==> src/rtl/adc_pkg.sv <==
// Shared definitions for the ADC request scheduler: one-hot state codes,
// default timing limits and the ADC data width.
package adc_pkg;

  localparam int ADC_DW          = 8;
  localparam int FRESH_MAX_DEF   = 50000;
  localparam int TIMEOUT_MAX_DEF = 4095;

  typedef enum logic [5:0] {
    ST_IDLE     = 6'b000001,
    ST_ARB      = 6'b000010,
    ST_START    = 6'b000100,
    ST_WAIT_SAM = 6'b001000,
    ST_WAIT_CON = 6'b010000,
    ST_DELIVER  = 6'b100000
  } state_t;

  function automatic logic [15:0] sat_inc16(input logic [15:0] v);
    return (v == 16'hFFFF) ? v : v + 16'd1;
  endfunction

endpackage

==> src/rtl/adc_rr_arb.sv <==
// Combinational round-robin selector: first set request at or above the
// pointer, wrapping around, returned as one-hot select plus index.
module adc_rr_arb #(
  parameter int NREQ = 2,
  parameter int PW   = 1
) (
  input  logic [NREQ-1:0] i_req,
  input  logic [PW-1:0]   i_ptr,
  output logic [NREQ-1:0] o_sel,
  output logic [PW-1:0]   o_idx,
  output logic            o_valid
);

  logic [2*NREQ-1:0] w_dbl;
  logic [NREQ-1:0]   w_rot;
  logic [PW-1:0]     w_off;
  logic [PW:0]       w_sum;

  // Rotate so bit 0 is the requester the pointer names.
  assign w_dbl = {i_req, i_req};
  assign w_rot = w_dbl[i_ptr +: NREQ];

  always_comb begin
    w_off   = '0;
    o_valid = 1'b0;
    for (int k = NREQ - 1; k >= 0; k--) begin
      if (w_rot[k]) begin
        w_off   = PW'(k);
        o_valid = 1'b1;
      end
    end
  end

  assign w_sum = {1'b0, i_ptr} + {1'b0, w_off};
  assign o_idx = (w_sum >= (PW+1)'(NREQ)) ? PW'(w_sum - (PW+1)'(NREQ)) : w_sum[PW-1:0];
  assign o_sel = o_valid ? (NREQ'(1) << o_idx) : '0;

endmodule

==> src/rtl/adc_req_sched.sv <==
// Round-robin scheduler sharing one serial ADC front end between requesters,
// with priming conversions for stale results and a per-conversion watchdog.
module adc_req_sched
  import adc_pkg::*;
#(
  parameter int NREQ        = 2,
  parameter int FRESH_MAX   = FRESH_MAX_DEF,
  parameter int TIMEOUT_MAX = TIMEOUT_MAX_DEF
) (
  input  logic              s_clk,
  input  logic              s_rst_n,
  input  logic [NREQ-1:0]   req,
  output logic [NREQ-1:0]   gnt,
  output logic              rd_valid,
  output logic [ADC_DW-1:0] rd_data,
  output logic              rd_err,
  output logic              busy,
  output logic              adc_en,
  input  logic [ADC_DW-1:0] adc_dout,
  input  logic              adc_sam_end,
  input  logic              adc_con_ok
);

  localparam int          PW        = (NREQ > 2) ? 2 : 1;
  localparam logic [15:0] FRESH_LIM = 16'(FRESH_MAX);
  localparam logic [11:0] TMO_LIM   = 12'(TIMEOUT_MAX);

  state_t            r_state, w_state_next;
  logic              r_sam_q, r_con_q;
  logic [PW-1:0]     r_rr, r_idx;
  logic [NREQ-1:0]   r_sel;
  logic              r_dummy, r_err, r_fresh_vld;
  logic [ADC_DW-1:0] r_hold;
  logic [15:0]       r_fresh_cnt;
  logic [11:0]       r_tmo_cnt;

  logic [NREQ-1:0]   w_arb_sel;
  logic [PW-1:0]     w_arb_idx;
  logic              w_arb_valid;
  logic              w_sam_fall, w_con_fall, w_tmo;
  logic [PW:0]       w_rr_inc;
  logic [PW-1:0]     w_rr_next;

  adc_rr_arb #(.NREQ(NREQ), .PW(PW)) u_arb (
    .i_req  (req),
    .i_ptr  (r_rr),
    .o_sel  (w_arb_sel),
    .o_idx  (w_arb_idx),
    .o_valid(w_arb_valid)
  );

  assign w_sam_fall = r_sam_q & ~adc_sam_end;
  assign w_con_fall = r_con_q & ~adc_con_ok;
  assign w_tmo      = (r_tmo_cnt == TMO_LIM);
  assign w_rr_inc   = {1'b0, r_idx} + (PW+1)'(1);
  assign w_rr_next  = (w_rr_inc == (PW+1)'(NREQ)) ? '0 : w_rr_inc[PW-1:0];

  always_ff @(posedge s_clk or negedge s_rst_n) begin
    if (!s_rst_n) r_state <= ST_IDLE;
    else          r_state <= w_state_next;
  end

  always_comb begin
    w_state_next = r_state;
    gnt          = '0;
    rd_valid     = 1'b0;
    rd_data      = '0;
    rd_err       = 1'b0;
    busy         = 1'b1;
    adc_en       = 1'b0;
    case (r_state)
      ST_IDLE: begin
        busy = 1'b0;
        if (|req) w_state_next = ST_ARB;
      end
      ST_ARB:   w_state_next = w_arb_valid ? ST_START : ST_IDLE;
      ST_START: begin
        adc_en       = 1'b1;
        w_state_next = ST_WAIT_SAM;
      end
      ST_WAIT_SAM: begin
        if (w_tmo)           w_state_next = ST_DELIVER;
        else if (w_sam_fall) w_state_next = ST_WAIT_CON;
      end
      ST_WAIT_CON: begin
        // A priming conversion loops straight back: the front end is idle now.
        if (w_tmo)           w_state_next = ST_DELIVER;
        else if (w_con_fall) w_state_next = r_dummy ? ST_START : ST_DELIVER;
      end
      ST_DELIVER: begin
        gnt          = r_sel;
        rd_valid     = 1'b1;
        rd_data      = r_hold;
        rd_err       = r_err;
        w_state_next = ST_IDLE;
      end
      default: w_state_next = ST_IDLE;
    endcase
  end

  always_ff @(posedge s_clk or negedge s_rst_n) begin
    if (!s_rst_n) begin
      r_sam_q     <= 1'b0;
      r_con_q     <= 1'b0;
      r_rr        <= '0;
      r_idx       <= '0;
      r_sel       <= '0;
      r_dummy     <= 1'b0;
      r_err       <= 1'b0;
      r_fresh_vld <= 1'b0;
      r_hold      <= '0;
      r_fresh_cnt <= '0;
      r_tmo_cnt   <= '0;
    end else begin
      r_sam_q     <= adc_sam_end;
      r_con_q     <= adc_con_ok;
      r_fresh_cnt <= sat_inc16(r_fresh_cnt);
      case (r_state)
        ST_ARB: begin
          if (w_arb_valid) begin
            r_idx   <= w_arb_idx;
            r_sel   <= w_arb_sel;
            r_dummy <= !r_fresh_vld || (r_fresh_cnt > FRESH_LIM);
          end
        end
        ST_START: r_tmo_cnt <= '0;
        ST_WAIT_SAM, ST_WAIT_CON: begin
          r_tmo_cnt <= r_tmo_cnt + 12'd1;
          if (w_tmo) begin
            r_err       <= 1'b1;
            r_hold      <= '0;
            r_fresh_vld <= 1'b0;
            r_dummy     <= 1'b0;
          end else if (r_state == ST_WAIT_SAM && w_sam_fall) begin
            r_hold <= adc_dout;
          end else if (r_state == ST_WAIT_CON && w_con_fall) begin
            r_fresh_cnt <= '0;
            r_fresh_vld <= 1'b1;
            r_dummy     <= 1'b0;
          end
        end
        ST_DELIVER: begin
          r_rr  <= w_rr_next;
          r_err <= 1'b0;
        end
        default: ;
      endcase
    end
  end

endmodule

==> config.mk <==
export PLATFORM = sky130hd
export DESIGN_NAME = adc_req_sched
export DESIGN_NICKNAME = d
export VERILOG_FILES = /design/src/rtl/adc_pkg.sv /design/src/rtl/adc_rr_arb.sv /design/src/rtl/adc_req_sched.sv
export SDC_FILE = /design/constraint.sdc
export NUM_CORES = 1
export LEC_CHECK = 0
export ABC_AREA = 1
export ABC_CLOCK_PERIOD_IN_PS = 3990
export BUFFER_PORTS_ARGS = -buffer_cell sky130_fd_sc_hd__buf_2
export CAP_MARGIN = 20
export CORE_AREA = 2 2 73 75
export CTS_CLUSTER_DIAMETER = 30
export CTS_CLUSTER_SIZE = 8
export DETAILED_ROUTE_END_ITERATION = 12
export DIE_AREA = 0 0 75 77
export HOLD_SLACK_MARGIN = 0.1
export PLACE_DENSITY = 0.85
export REMOVE_ABC_BUFFERS = 1
export SLEW_MARGIN = 20
export SYNTH_ARGS = -nofsm -noshare
export SYNTH_HDL_FRONTEND = slang
export SYNTH_SLANG_ARGS = --single-unit
==> constraint.sdc <==
create_clock -name s_clk -period 3.99 [get_ports s_clk]
set_input_delay 0.399 -clock s_clk [delete_from_list [all_inputs] [get_ports s_clk]]
set_output_delay 0.399 -clock s_clk [all_outputs]
set_load 0.02 [all_outputs]
# Word level (Yosys, flattened, before mapping)
# Index checks and enable logic that the tools add are counted.
classes:
  add_sub_neg: 5
  magnitude_cmp: 2
  eq_ne: 17
  shifts: 2
  mux: 37
  n_bitwise: 4
  reduce_logical: 17
op_table:
  columns: ["cell", "n"]
  rows:
  - ["$mux 16", 5]
  - ["$mux 6", 6]
  - ["$pmux 6 s5", 1]
  - ["$mux 8", 3]
  - ["$pmux 12 s2", 1]
  - ["$mux 1", 17]
  - ["$add 16x1->16 const B", 1]
  - ["$eq 16x16->1 const B", 1]
  - ["$gt 16x16->1 const B", 1]
  - ["$add 12x1->12 const B", 1]
  - ["$eq 12x12->1 const B", 1]
  - ["$ne 3x3->1 const B", 4]
  - ["$reduce_bool 2->1", 5]
  - ["$ne 2x2->1 const B", 4]
  - ["$eq 6x1->1 const B", 1]
  - ["$eq 6x2->1 const B", 1]
  - ["$eq 6x3->1 const B", 1]
  - ["$eq 6x4->1 const B", 1]
  - ["$eq 6x5->1 const B", 1]
  - ["$eq 6x6->1 const B", 1]
  - ["$reduce_and 2->1", 3]
  - ["$reduce_and 3->1", 2]
  - ["$pmux 1 s2", 2]
  - ["$reduce_and 4->1", 1]
  - ["15 further kinds", 19]
word_totals:
  regBits: 51
  input_bits: 14
  output_inout_bits: 14
  elab_cells: 96

# Depth between registers and ports, before layout
logic_depth:
  depth_word: 7
  ltp_mapped: 10
  depth_no_buf: 9

# Modules after synthesis
# From an unflattened synthesis, not the netlist that was laid out.
hier_totals:
  cells_unflattened: 380
  hier_area_um2: 3007.9
modules_own_cells:
  columns: ["mod", "n_inst", "cells_each", "area_each_um2", "seq_area_each_um2"]
  rows:
  - ["adc_req_sched", 1, 371, 2970.3, 1277.5]
  - ["adc_rr_arb", 1, 9, 37.5, 0.0]

# Worst setup path before layout
# No wires, ideal clock.
synth_timing:
  path_kind: "reg-to-output"
  start: "register r_state[1]"
  end: "output port gnt[0]"
  t_arrival_ns: 1.257
  required_ns: 3.591
  slack_ns: 2.334
  path_stages_with_launch: 7
  path_buffers: 1
  path_cell_list: "dfrtp_1 > inv_1 > nand2_1 > nor2_1 > nand3_1 > clkbuf_1 > nor2_1"
synth_between:
  elab_chain_len: 2
synth_lines:
  columns: ["item", "line_no", "rtl"]
  rows:
  - ["from (decl)", "adc_req_sched.sv:28", "state_t r_state, w_state_next;"]
  - ["from (signal assigned)", "adc_req_sched.sv:60", "else r_state <= w_state_next;"]
  - ["$eq 6x6->1", "adc_req_sched.sv:71", "case (r_state)"]
  - ["$mux 2", "adc_req_sched.sv:71", null]
  - ["to (decl)", "adc_req_sched.sv:13", "output logic [NREQ-1:0] gnt,"]
# Every way passes these cells.

# Final worst setup path
layout_timing:
  start: "register r_state[3]"
  end: "output port gnt[1]"
# Same word-level chain as after synthesis.

==> results by group <==
Clocking
  • Post-CTS Setup Inserts: 0
  • Max clock buf depth: 2
  • H-tree levels: 2
  • Sink Count: 50
  • CTS tree: done
  • Clk root buf: clkbuf_8
  • CTS clk-pin slew, worst paths: 0.10 ns
  • Clock buffers created by TritonCTS: 5
  • Clock latency at the later pin of the worst-skew pair: 0.30 ns
  • Hold-fix buffers, CTS: 0
  • Post-CTS resize count: 0

Routing
  • Vias/cell: 5.17
  • Drt drc: 0
  • Wire per inst: 12.3 microns
  • Initial drt markers: ~150
  • Routed Antenna Nets: 0
  • Total wire length: around 6.1 mm
  • Routed via count: 2,551
  • Pre-antenna DRT Iters: 5

Power and ir drop
  • Max VDD drop: ~0.28 mV
  • Combinational power share: 23.3%
  • Internal power: 929 uW
  • Clock share of power: 27.2%
  • Sequential share of power: a little under 50%
  • Pleak: 0.00164 uW
  • Pwr dens: 430 nW/um^2
  • Net Sw Frac: about a third
  • P_sw: 468 uW

Final layout
  • Layout cells sized above 1: 17.5%
  • FF/Latch Area: 1250 sq um
  • Area taken by multi-input logic gates: roughly 1400 sq um
  • ANT cells: 0
  • Non-filler cells, final: between 400 and 500
  • # nets final: between 400 and 500
  • Synth-to-Final Area Change: 10.9%
  • # fillers: 422

Logic synthesis
  • Top cell type by total area after synthesis: dfrtp_1
  • Yosys reg bits: 50
  • EDFF count, synth: 0
  • Mapped cell area: around 2900 sq um
  • Yosys Warn Count: 0
  • Post-synth top cells: nand2_1 (98), nor2_1 (61), inv_1 (57)
  • Cells after Synth: 391
  • Most frequent cell after synthesis: nand2_1
  • Synth top area cells: dfrtp_1 (42%), nand2_1 (13%), nor2_1 (7.8%)
  • FFs w/ async S/R, synth: between 90% and 100%
  • Synth cell types: 31
  • Post-synth top area share: 41.9%
  • Synth Flop Type: dfrtp_1
  • Synthesized area per cell: 7.49 sq um
  • Seq/Total Area, Yosys: between 40% and 50%

Placement
  • Setup WS pre-CTS: 2.18 ns
  • DPL Wire Length: ~4.6 mm
  • GPL Wtd Cong: 0.919
  • I/O Buffers: 27
  • Placed Cells: approximately 490

Critical path
  • Worst-path fanout max: 12
  • Critical path launch point type: flip-flop
  • Crit Path Category: reg -> out
  • WP data arrival: 1.75 ns
  • Slowest-stage cell, CP: dfrtp_1
  • Most common cell on crit path: nor2_1
  • CP Capture Type: output pin
  • CP max stage delay: 0.40 ns
  • Critical path data required time: ~3.6 ns
  • Crit-path cells: inv_1 -> nand2_1 -> nor2_1 -> nand3_1 -> nor2_1 -> buf_2

Global route
  • First-pass GRT wire length: 10.9 mm
  • GRT overflow: 0
  • Largest net degree at the start of global routing: 51
  • Vias in the first global route: 2,577
  • Number of antenna violations at the first check in global routing: 0
  • Total track usage: 23.8%

Timing
  • Max Clk Rate: between 0.4 and 0.5 GHz
  • Max transition margin: 58.3%
  • Pin slew with the least headroom to its limit: 0.626 ns
  • Hold slack: about 0.095 ns
  • Final setup violation count: 0
  • Hold Fails Final Rpt: 0
  • Part of the cycle the worst path needs: 54.0%
  • Final setup margin: 1.84 ns
  • Setup TNS: 0 ns
  • Skew final: 0.00702 ns
  • RSZ-0062 raised after global routing: false
  • Slew Viols, Final: 0
  • Minimum clock period: 2.15 ns

Job
  • # Max-Cap Violations: 0

Floorplan
  • Area of the die: 5780 sq um
  • Placeable Area: around 5000 sq um
  • Row Count: 26
  • Die Ht: 77 microns
  • Initial core utilization: 58.8%
  • Die Span X: 75 microns
  • Ports: 28

Worst hold path
  • Hold Crit Class: in -> async

Outcome
  • Outcome: finished clean
cell families (layout without fill, tap and decap cells):
logic type               Yosys count  in the layout  share of synthesized area, %
AO/OA/AOI/OAI                     40             40                          7.65
buffers and inverters             66             98                          9.23
XOR/XNOR                           8              8                          2.39
flip-flops                        50             50                          42.8
adder cells (fa/ha/maj)            3              3                          1.28
AND/OR/NAND/NOR                  224            224                          36.7
registers in the layout, summed over array words and instances, names as in the netlist:
| register | cells |
|---|---|
| r_con_q | 1 |
| r_dummy | 1 |
| r_err | 1 |
| r_fresh_cnt | 16 |
| r_fresh_vld | 1 |
| r_hold | 8 |
| r_idx | 1 |
| r_rr | 1 |
| r_sam_q | 1 |
| r_sel | 1 |
| r_state | 6 |
| r_tmo_cnt | 12 |
stage by stage:
stage | utilization, % | cell area [sq um] | power, uW
after detailed placement | 62.8 | 3120 | 1020
after floorplan | - | 2900 | 927
after global placement | 62.8 | 3120 | 1000
after CTS | 65.2 | 3250 | 1410
final | 65.3 | 3250 | 1400
after global routing | 65.3 | 3250 | 1490
layout by cell type, fill, tap and decap left out, types with 6 or more instances in the layout:
cell and instances:
nand3_2 6, clkbuf_8 6, nand2_1 98, buf_2 26, nor2_4 6, nand4_1 11
nand2_2 7, dfrtp_1 49, inv_1 57, a21oi_1 12, o21ai_0 18, nor2_1 61
nand3_1 23
final timing paths:
kind	startpoint	endpoint	slack [ns]	depth (start not counted)
setup reg to reg	r_fresh_cnt[0]	r_fresh_cnt[9]	2.25	9
min in group s_clk	adc_con_ok	r_con_q	0.21	1
setup / recovery	r_state[3]	gnt[1]	1.84	6
hold / removal	s_rst_n	r_fresh_cnt[2]	0.1	1
hold reg to reg	r_fresh_vld	r_fresh_vld	0.52	2
max in group asynchronous	s_rst_n	r_tmo_cnt[6]	3.46	1
critical path: cells and delay by family (launching register included):
| family | cells | cell delay, ns |
|---|---|---|
| simple gates | 4 | 0.77 |
| flops | 1 | 0.40 |
| buf+inv | 2 | 0.29 |
layer usage:
layer	GRT usage [%]	vias up	wire length, microns
li1	-	1282	-
met1	29.7	1197	2600
met2	40.5	61	3160
met3	5.26	11	246
met4	7.14	0	82
met5	0	-	0
power by group through the flow:
stage	logic (uW)	clock network (uW)	registers, uW
finish	325	380	691
floorplan	248	0	679
global route	377	414	703
detailed placement	327	0	696
global placement	309	0	691
CTS	329	388	689
area by class of cell:
| cell class | count | share of cell area [%] |
|---|---|---|
| clock buffer | 6 | 2.54 |
| clock inverter | 2 | 1.19 |
| inverter | 63 | 7.51 |
| multi-input combinational | 275 | 43.3 |
| sequential | 50 | 38.6 |
| tap | 70 | 2.70 |
| timing repair buffer | 27 | 4.24 |
Note: power is estimated with default switching activity, not from simulation.
